$ cat config.mk
export PLATFORM = sky130hd
export DESIGN_NAME = freq_div_ctrl
export DESIGN_NICKNAME = d
export VERILOG_FILES = /design/src/rtl/freq_div_pkg.sv /design/src/rtl/freq_div_dither.sv /design/src/rtl/freq_div_ctrl.sv
export SDC_FILE = /design/constraint.sdc
export NUM_CORES = 1
export LEC_CHECK = 0
export BUFFER_PORTS_ARGS = -buffer_cell sky130_fd_sc_hd__buf_2
export CAP_MARGIN = 30
export CORE_MARGIN = 1
export CORE_UTILIZATION = 40
export CTS_BUF_LIST = sky130_fd_sc_hd__clkbuf_8
export DETAILED_ROUTE_END_ITERATION = 7
export SLEW_MARGIN = 20
export SYNTH_ARGS = -nofsm -noshare
export SYNTH_HDL_FRONTEND = slang
export SYNTH_SLANG_ARGS = --single-unit
$ cat constraint.sdc
create_clock -name clk -period 2.1 [get_ports clk]
set_input_delay 0.105 -clock clk [delete_from_list [all_inputs] [get_ports clk]]
set_output_delay 0.105 -clock clk [all_outputs]
set_load 0.05 [all_outputs]
$ cat src/rtl/freq_div_pkg.sv
// Shared types and constants for the ADPLL divide-ratio controller.
package freq_div_pkg;

   localparam int RATIO_W    = 3;
   localparam int FRAC_W_DEF = 4;

   localparam logic [RATIO_W-1:0] RATIO_MAX = 3'd7;

   typedef enum logic [1:0] {
      IDLE,
      PENDING,
      SETTLE
   } state_t;

   typedef struct packed {
      logic [RATIO_W-1:0]    n;
      logic [FRAC_W_DEF-1:0] frac;
   } ratio_t;

   // A zero ratio would stall the divider; every other 3-bit value is usable.
   function automatic logic ratio_legal(input logic [RATIO_W-1:0] n);
      return n != '0;
   endfunction

endpackage

$ cat src/rtl/freq_div_dither.sv
// Fractional N/N+1 dither: phase accumulator plus carry, saturating at ratio 7.
// Only instantiated when FREQ_DIV_CTRL_DITHER_EN is defined.
module freq_div_dither
   import freq_div_pkg::*;
#(
   parameter int FRAC_W = FRAC_W_DEF
) (
   input  logic               clk,
   input  logic               reset,
   input  logic               i_upd,
   input  logic               i_restart,
   input  logic [RATIO_W-1:0] i_int,
   input  logic [FRAC_W-1:0]  i_frac,
   output logic [RATIO_W-1:0] o_m_next
);

   logic [FRAC_W-1:0] r_acc;
   logic [FRAC_W-1:0] w_base;
   logic [FRAC_W:0]   w_sum;
   logic              w_carry;

   // A fresh commit restarts the phase from zero so the first period is plain N.
   assign w_base   = i_restart ? '0 : r_acc;
   assign w_sum    = {1'b0, w_base} + {1'b0, i_frac};
   assign w_carry  = w_sum[FRAC_W] && (i_int != RATIO_MAX);
   assign o_m_next = i_int + RATIO_W'(w_carry);

   always_ff @(posedge clk) begin
      if (reset) begin
         r_acc <= '0;
      end else if (i_upd) begin
         r_acc <= w_sum[FRAC_W-1:0];
      end
   end

endmodule

$ cat src/rtl/freq_div_ctrl.sv
// Divide-ratio controller: valid/ready request intake, period-aligned commit, lock timer.
// Define FREQ_DIV_CTRL_DITHER_EN to build the fractional N/N+1 dither path.
module freq_div_ctrl
   import freq_div_pkg::*;
#(
   parameter int DEFAULT_M      = 4,
   parameter int FRAC_W         = FRAC_W_DEF,
   parameter int SETTLE_PERIODS = 8
) (
   input  logic               clk,
   input  logic               reset,
   input  logic               i_req_valid,
   output logic               o_req_ready,
   input  logic [RATIO_W-1:0] i_req_int,
   input  logic [FRAC_W-1:0]  i_req_frac,
   output logic [RATIO_W-1:0] o_m_out,
   output logic               o_period_start,
   output logic               o_locked,
   output logic               o_req_err
);

   localparam logic [RATIO_W-1:0] M_RST     = RATIO_W'(DEFAULT_M);
   localparam logic [7:0]         SETTLE_LD = 8'(SETTLE_PERIODS);

   state_t             r_state;
   state_t             w_state_next;
   logic [RATIO_W-1:0] r_cnt;
   logic [RATIO_W-1:0] r_m_out;
   logic [RATIO_W-1:0] w_m_next;
   ratio_t             r_shadow;
   ratio_t             r_active;
   logic [7:0]         r_settle;
   logic               r_locked;
   logic               r_err;
   logic               w_ready;
   logic               w_period_start;
   logic               w_upd;
   logic               w_accept;
   logic               w_legal;
   logic               w_commit;
   logic               w_settle_done;

   // The mirror counter tracks the divider; the update edge is the last edge of a period.
   assign w_period_start = (r_cnt == '0);
   assign w_upd          = (r_cnt == RATIO_W'(1)) ||
                           (w_period_start && (r_m_out == RATIO_W'(1)));
   assign w_accept       = i_req_valid && w_ready;
   assign w_legal        = ratio_legal(i_req_int);
   assign w_commit       = (r_state == PENDING) && w_upd;
   // Lock at the edge closing the last counted period (the counter may hit zero on that same edge).
   assign w_settle_done  = (r_state == SETTLE) && w_upd &&
                           ((r_settle == 8'd0) || ((r_settle == 8'd1) && w_period_start));

   always_ff @(posedge clk) begin
      if (reset) begin
         r_state <= IDLE;
      end else begin
         r_state <= w_state_next;
      end
   end

   always_comb begin
      w_state_next = r_state;
      case (r_state)
         IDLE:    if (w_accept && w_legal) w_state_next = PENDING;
         PENDING: if (w_upd)               w_state_next = SETTLE;
         SETTLE:  if (w_settle_done)       w_state_next = IDLE;
         default:                          w_state_next = IDLE;
      endcase
   end

   always_comb begin
      w_ready = 1'b0;
      case (r_state)
         IDLE:    w_ready = 1'b1;
         default: w_ready = 1'b0;
      endcase
   end

`ifdef FREQ_DIV_CTRL_DITHER_EN
   freq_div_dither #(
      .FRAC_W (FRAC_W)
   ) u_dither (
      .clk       (clk),
      .reset     (reset),
      .i_upd     (w_upd),
      .i_restart (w_commit),
      .i_int     (w_commit ? r_shadow.n    : r_active.n),
      .i_frac    (w_commit ? r_shadow.frac : r_active.frac),
      .o_m_next  (w_m_next)
   );
`else
   logic w_unused_frac;
   assign w_unused_frac = ^r_active.frac;
   assign w_m_next      = w_commit ? r_shadow.n : r_active.n;
`endif

   always_ff @(posedge clk) begin
      if (reset) begin
         r_cnt    <= '0;
         r_m_out  <= M_RST;
         r_shadow <= '{n: M_RST, frac: '0};
         r_active <= '{n: M_RST, frac: '0};
         r_settle <= '0;
         r_locked <= 1'b0;
         r_err    <= 1'b0;
      end else begin
         r_cnt <= w_period_start ? (r_m_out - RATIO_W'(1)) : (r_cnt - RATIO_W'(1));
         r_err <= w_accept && !w_legal;
         if (w_accept && w_legal) begin
            r_shadow <= '{n: i_req_int, frac: i_req_frac};
            r_locked <= 1'b0;
         end
         if (w_upd) begin
            r_m_out <= w_m_next;
         end
         if (w_commit) begin
            r_active <= r_shadow;
            r_settle <= SETTLE_LD;
         end else if ((r_state == SETTLE) && w_period_start && (r_settle != 8'd0)) begin
            r_settle <= r_settle - 8'd1;
         end
         if (w_settle_done) begin
            r_locked <= 1'b1;
         end
      end
   end

   assign o_req_ready    = w_ready;
   assign o_m_out        = r_m_out;
   assign o_period_start = w_period_start;
   assign o_locked       = r_locked;
   assign o_req_err      = r_err;

endmodule

==> results of run 1 <==
[metal layers]
layer	track usage, %	vias up	part of all wire, %
li1	-	487	-
met1	20.4	431	49
met2	28.6	10	48
met3	4.08	2	2.4
met4	3.14	0	0.73
met5	0	-	0
[final cells by class]
type                    count  area [sq um]
inverters                   8          30.0
repair buffers             15          82.6
multi-input cells          91           686
fillers                   263          1440
clock buffers               3          41.3
flip-flops and latches     24           482
clock inverters             1          30.0
well taps                  31          38.8
[power by group through the flow]
stage	Combinational (uW)	Sequential [uW]	Clock (uW)
after floorplan	425	636	0
after global routing	634	599	430
after CTS	569	587	409
final	567	585	398
after global placement	554	595	0
after detailed placement	566	597	0
[placed cells by master (no fill, tap or decap), types with 4 or more instances in the layout]
master and instances:
ha_1 7, a21oi_1 9, a211oi_1 5, buf_2 12, nand2_1 4, inv_1 8
mux2i_1 5, nor2_1 17, dfxtp_1 23, xnor2_1 5
[worst max-delay path, delay by kind of cell, from the launching register on]
family                   cells  cell delay (ns)
adder cells (fa/ha/maj)      1             0.26
XOR/XNOR                     1             0.16
flip-flops                   1             0.33
AND/OR/NAND/NOR              2             0.59
AO/OA/AOI/OAI                1             0.38
buffers and inverters        1             0.09
[flip-flops by register name (all words and copies together) (netlist names)]
name and count:
r_active 3, o_locked 1, o_m_out 3, r_shadow 3, o_req_err 1, r_state 2
r_cnt 3, r_settle 8
[per-stage QoR]
stage | setup WS, ns | util, % | area [sq um] | hold WS (ns) | instances
after detailed placement | 0.199 | 46.6 | 1320 | 0.350 | 169
after global placement | 0.217 | 46.6 | 1320 | 0.343 | 169
after global routing | 0.0700 | 49.1 | 1390 | 0.0830 | 173
after CTS | 0.192 | 49.1 | 1390 | 0.0717 | 173
final | 0.193 | 49.1 | 1390 | 0.0761 | 173
after floorplan | 0.138 | - | 1220 | 0.245 | 127
[kinds of logic (layout without fill, tap and decap cells)]
family | after synthesis | count (layout) | synth area share, %
AO/OA/AOI/OAI | 30 | 30 | 19.7
XOR/XNOR | 6 | 6 | 4.32
adder cells (fa/ha/maj) | 7 | 7 | 7.19
buffers and inverters | 12 | 27 | 4.42
flip-flops | 24 | 24 | 39.5
multiplexers | 5 | 5 | 4.11
AND/OR/NAND/NOR | 43 | 43 | 20.8
[worst min path at each step]
stage,from,to,cells past startpoint
after CTS,i_req_int[2],r_shadow[6],2
final,i_req_int[2],r_shadow[6],2
after detailed placement,i_req_int[2],r_shadow[6],2
after global placement,i_req_int[2],r_shadow[6],2
after floorplan,i_req_int[2],r_shadow[6],1
after global routing,i_req_int[2],r_shadow[6],2
==> impl_metrics.tcl, run 1 <==
set metrics [dict create \
    holdBufCountCts 0 \
    critical_path.startpoint_type "flip-flop" \
    finalSetupViolCount 0 \
    area_growth_syn_to_layout_pct 14.2 \
    worst_r2r_endpoint "r_settle[5]" \
    firstDrtPassIters 7 \
    vias_per_cell 5.38 \
    via_count 930 \
    wl_mm 2.33 \
    violations "design-rule violations" \
    required_ns 2.26 \
    async_flop_share_pct 0 \
    status "finished, violations left" \
    yosysTopAreaCell "dfxtp_1" \
    synthCells 127 \
    cpMaxStageDelayCell "or4b_4" \
    drtIter0Drc 26 \
    postSynthNetCount 144 \
    worst_pin_slew_ns 0.556 \
    seqPwrFrac_pct 37.7 \
    cpPeakStageDelay_ns 0.54 \
    track_usage_pct 16.3 \
    maxCapViolCount 0 \
    clockBufferDepth 2 \
    p_leak_uw 0.000533 \
    cp-end-kind "flip-flop" \
    synth-edff-count 0 \
    clock-sinks 24 \
    ir_drop_mv 0.533 \
    hp-class "primary input to flip-flop" \
    post-dp-hpwl_mm 1.71 \
    p_int_uw 981 \
    power.density_nw_per_um2 1120 \
    p_clk_share_pct 25.7 \
    max_freq_mhz 524 \
    antenna_cells 0 \
    grt_pass1_wl_mm 4.13 \
    r2r_cells 6 \
    die_h_um 57.2 \
    clock_skew_ns 0.00231 \
    fin_crit_sh_pct 90.8 \
    synth_area_leaders "dfxtp_1 39%, ha_1 7.2%, nor2_1 5.2%" \
    syn_area_per_cell_sq_um 9.59 \
    antenna_found_initial 0 \
    path_class "flip-flop to flip-flop" \
    p_comb_share_pct 36.6 \
    ys_warn_count 0 \
    ios 17 \
    grt_max_degree 20 \
    r2r_slack_ns 0.19 \
    cts_tree "done" \
    switchingPower_uw 570 \
    synth-seq-area-share_pct 39.5 \
    setup_tns_ns 0 \
    swShare_pct 36.8 \
    clk_pin_slew_ns 0.08 \
    gp_congestion 0.748 \
    core_sq_um 2830 \
    period_needed_ns 1.91 \
    dieArea_sq_um 3270 \
    wl_per_cell_um 13.5 \
    path_max_fanout 6 \
    insertion_delay_ns 0.26 \
    path_cells "inv_1 > ha_1 > or4b_4 > a2111oi_2 > xnor2_1 > nor2_1" \
    p_total_uw 1550 \
    grt_pass1_vias 906 \
    r2r_start "r_cnt[0]" \
    rows 19 \
    synth_seq_cells 24 \
    cts_buffers 3 \
    synthTopCellsByCount "24 x dfxtp_1, 17 x nor2_1, 9 x a21oi_1" \
    postCtsSetupBuffers 0 \
    drtAntennaViolNets 0 \
    drive_gt1_share_pct 21.1 \
    dieWidth_um 57.2 \
    nets 160 \
    yosysTopAreaCellShare_pct 39.5 \
    synthFlopType "dfxtp_1" \
    synth.most_common_cell "dfxtp_1" \
    drc_errors 7 \
    hold_violations 0 \
    grt_setup_unrepaired "false" \
    h-tree-depth 1 \
    cts.repair.resized 0 \
    start_util_pct 43.0 \
    cp.arrival_ns 2.07 \
    slew_violations 0 \
    port_buffers 12 \
    synth.distinct_cells 39 \
    relSlewSlack_pct 62.8 \
    overflow 0 \
    syn_area_sq_um 1220 \
    cts_root_buf "clkbuf_8" \
    crit_path_start "r_cnt[0]" \
    crit_end "r_settle[5]" \
]
Power figures use the tool's default switching activity.
==> run 2, diff against run 1 <==
--- a/config.mk
+++ b/config.mk
@@ -5,6 +5,7 @@
 export SDC_FILE = /design/constraint.sdc
 export NUM_CORES = 1
 export LEC_CHECK = 0
+export ABC_AREA = 1
 export BUFFER_PORTS_ARGS = -buffer_cell sky130_fd_sc_hd__buf_2
 export CAP_MARGIN = 30
 export CORE_MARGIN = 1
==> run 2 against run 1 <==
Effect of this change:
- the run now ends clean
- maximum frequency increased by 21%
- worst hold slack got worse by 0.014 ns
- final cell count increased by 31%
- largest power group is now combinational cells
==> impl_metrics.tcl, run 2 <==
set metrics [dict create \
    status "completed" \
    r2r_start "r_cnt[0]" \
    holdBufCountCts 0 \
    clk_pin_slew_ns 0.08 \
    synth-edff-count 0 \
    synth-seq-area-share_pct 37.2 \
    path_max_fanout 8 \
    antenna_found_initial 0 \
    cpMaxStageDelayCell "dfxtp_1" \
    cts.repair.resized 0 \
    cts_buffers 3 \
    vias_per_cell 4.82 \
    cp.arrival_ns 1.73 \
    drive_gt1_share_pct 20.8 \
    finalSetupViolCount 0 \
    synthTopCellsByCount "40 x nand2_1, 24 x dfxtp_1, 19 x nand3_1" \
    critPathTopFamily "simple AND/OR/NAND/NOR gates" \
    maxCapViolCount 0 \
    clockBufferDepth 2 \
    overflow 0 \
    area_growth_syn_to_layout_pct 11.8 \
    drtAntennaViolNets 0 \
    critical_path.startpoint_type "flip-flop" \
    dieWidth_um 58.8 \
    port_buffers 12 \
    h-tree-depth 1 \
    nets 202 \
    crit_buf_inv 2 \
    relSlewSlack_pct 82.5 \
    largest_reg_flops 8 \
    swShare_pct 42.2 \
    die_h_um 58.8 \
    required_ns 2.25 \
    cts_tree "done" \
    yosysTopAreaCellShare_pct 37.2 \
    synth.most_common_cell "nand2_1" \
    p_leak_uw 0.000693 \
    clock_skew_ns 0.00400 \
    insertion_delay_ns 0.26 \
    hold_violations 0 \
    post-dp-hpwl_mm 1.87 \
    switchingPower_uw 602 \
    wl_per_cell_um 10.8 \
    grt_pass1_vias 969 \
    slew_violations 0 \
    setup_tns_ns 0 \
    drc_errors 0 \
    via_count 1095 \
    start_util_pct 42.3 \
    nFillCells 329 \
    dieArea_sq_um 3460 \
    p_comb_share_pct 41.7 \
    async_flop_share_pct 0 \
    postCtsSetupBuffers 0 \
    fin_crit_sh_pct 75.2 \
    syn_area_sq_um 1290 \
    cpPeakStageDelay_ns 0.33 \
    largest-register "r_settle" \
    synthCells 169 \
    synth_area_leaders "dfxtp_1 37%, nand2_1 12%, nand3_1 7.4%" \
    worstHoldStart "i_req_int[2]" \
    grt_pass1_wl_mm 4.20 \
    track_usage_pct 16.0 \
    rows 20 \
    syn_area_per_cell_sq_um 7.63 \
    p_int_uw 825 \
    drtIter0Drc 36 \
    clock-sinks 24 \
    ir_drop_mv 0.383 \
    grt_setup_unrepaired "false" \
    grt_max_degree 13 \
    yosysTopAreaCell "dfxtp_1" \
    worst_pin_slew_ns 0.262 \
    p_clk_share_pct 19.1 \
    cts_root_buf "clkbuf_8" \
    power.density_nw_per_um2 989 \
    gp_congestion 0.787 \
    synth_seq_cells 24 \
    path_cells "inv_1 > ha_1 > inv_2 > nor2_4 > nand2_4 > nand2_4 > nand2_4 > nand2_1 > nor2_1 > nor2_1 > nor2_1" \
    layout_commonest_cell "nand2_1" \
    max_freq_mhz 633 \
    synthFlopType "dfxtp_1" \
    holdWs_ns 0.0625 \
    ios 17 \
    final_cell_mix "40 x nand2_1, 24 x dfxtp_1, 19 x nand3_1" \
    antenna_cells 0 \
    ys_warn_count 0 \
    firstDrtPassIters 4 \
    period_needed_ns 1.58 \
    seqPwrFrac_pct 39.2 \
    path_class "flip-flop to flip-flop" \
    cp-end-kind "flip-flop" \
    crit_path_start "r_cnt[0]" \
    core_sq_um 3050 \
    hp-class "primary input to flip-flop" \
    wl_mm 2.45 \
    synth.distinct_cells 20 \
    postSynthNetCount 186 \
]
run 2: changes by cell type after synthesis, moves of 4 or more:
cell and change:
nand3_1 +17, nand2_1 +36, nand2_4 +6, a211oi_1 -5, mux2i_1 -5, inv_2 +6, a21oi_1 +9, inv_1 +6
nand2_2 +4
run 2: power by group through the flow:
| stage | clock, uW | combinational, uW | sequential (uW) |
|---|---|---|---|
| after CTS | 275 | 599 | 560 |
| after floorplan | 0 | 427 | 631 |
| after global routing | 296 | 654 | 566 |
| after detailed placement | 0 | 596 | 571 |
| after global placement | 0 | 584 | 568 |
| final | 273 | 595 | 560 |
run 2: cell type report:
class                   count  area, sq um  area share (%)
multi-input cells         124          731            50.7
flip-flops and latches     24          480            33.3
inverters                  20         75.1            5.20
repair buffers             12         60.1            4.16
well taps                  44         55.1            3.82
clock buffers               3         41.3            2.86
run 2: kinds of logic (layout without fill, tap and decap cells):
| logic type | count (synthesis) | after routing | share of synthesized area, % |
|---|---|---|---|
| AOI/OAI and AO/OA | 23 | 23 | 9.99 |
| xor gates and xnor gates | 5 | 5 | 3.39 |
| adders and majority gates | 7 | 7 | 6.79 |
| buffers and inverters | 21 | 35 | 6.11 |
| DFF | 24 | 24 | 37.2 |
| and+or+nand+nor | 89 | 89 | 36.5 |
run 2: worst paths after layout:
kind	end	cells past startpoint	slack, ns
max	r_settle[3]	11	0.52
min	r_shadow[6]	3	0.06
max reg2reg	r_settle[3]	11	0.52
min reg2reg	r_cnt[0]	1	0.46
run 2: tightest hold or removal path, delay by kind of cell:
family	cells	cell delay [ns]
buffers and inverters	1	0.09
and+or+nand+nor	2	0.11
run 2: layer usage:
layer	GRT usage [%]	routed length, um
met3	2.64	93
met1	21.0	1190
met4	7.14	36
met2	25.8	1130
met5	0	0
run 2: per-stage QoR:
| step | worst slack, ns | cell area [sq um] | total power [uW] | utilization [%] | std cells |
|---|---|---|---|---|---|
| floorplan | 0.430 | 1290 | 1060 | - | 169 |
| global placement | 0.579 | 1400 | 1150 | 45.9 | 224 |
| detailed placement | 0.518 | 1400 | 1170 | 45.9 | 224 |
| CTS | 0.498 | 1440 | 1430 | 47.3 | 227 |
| global route | 0.358 | 1440 | 1520 | 47.3 | 227 |
| finish | 0.521 | 1440 | 1430 | 47.3 | 227 |
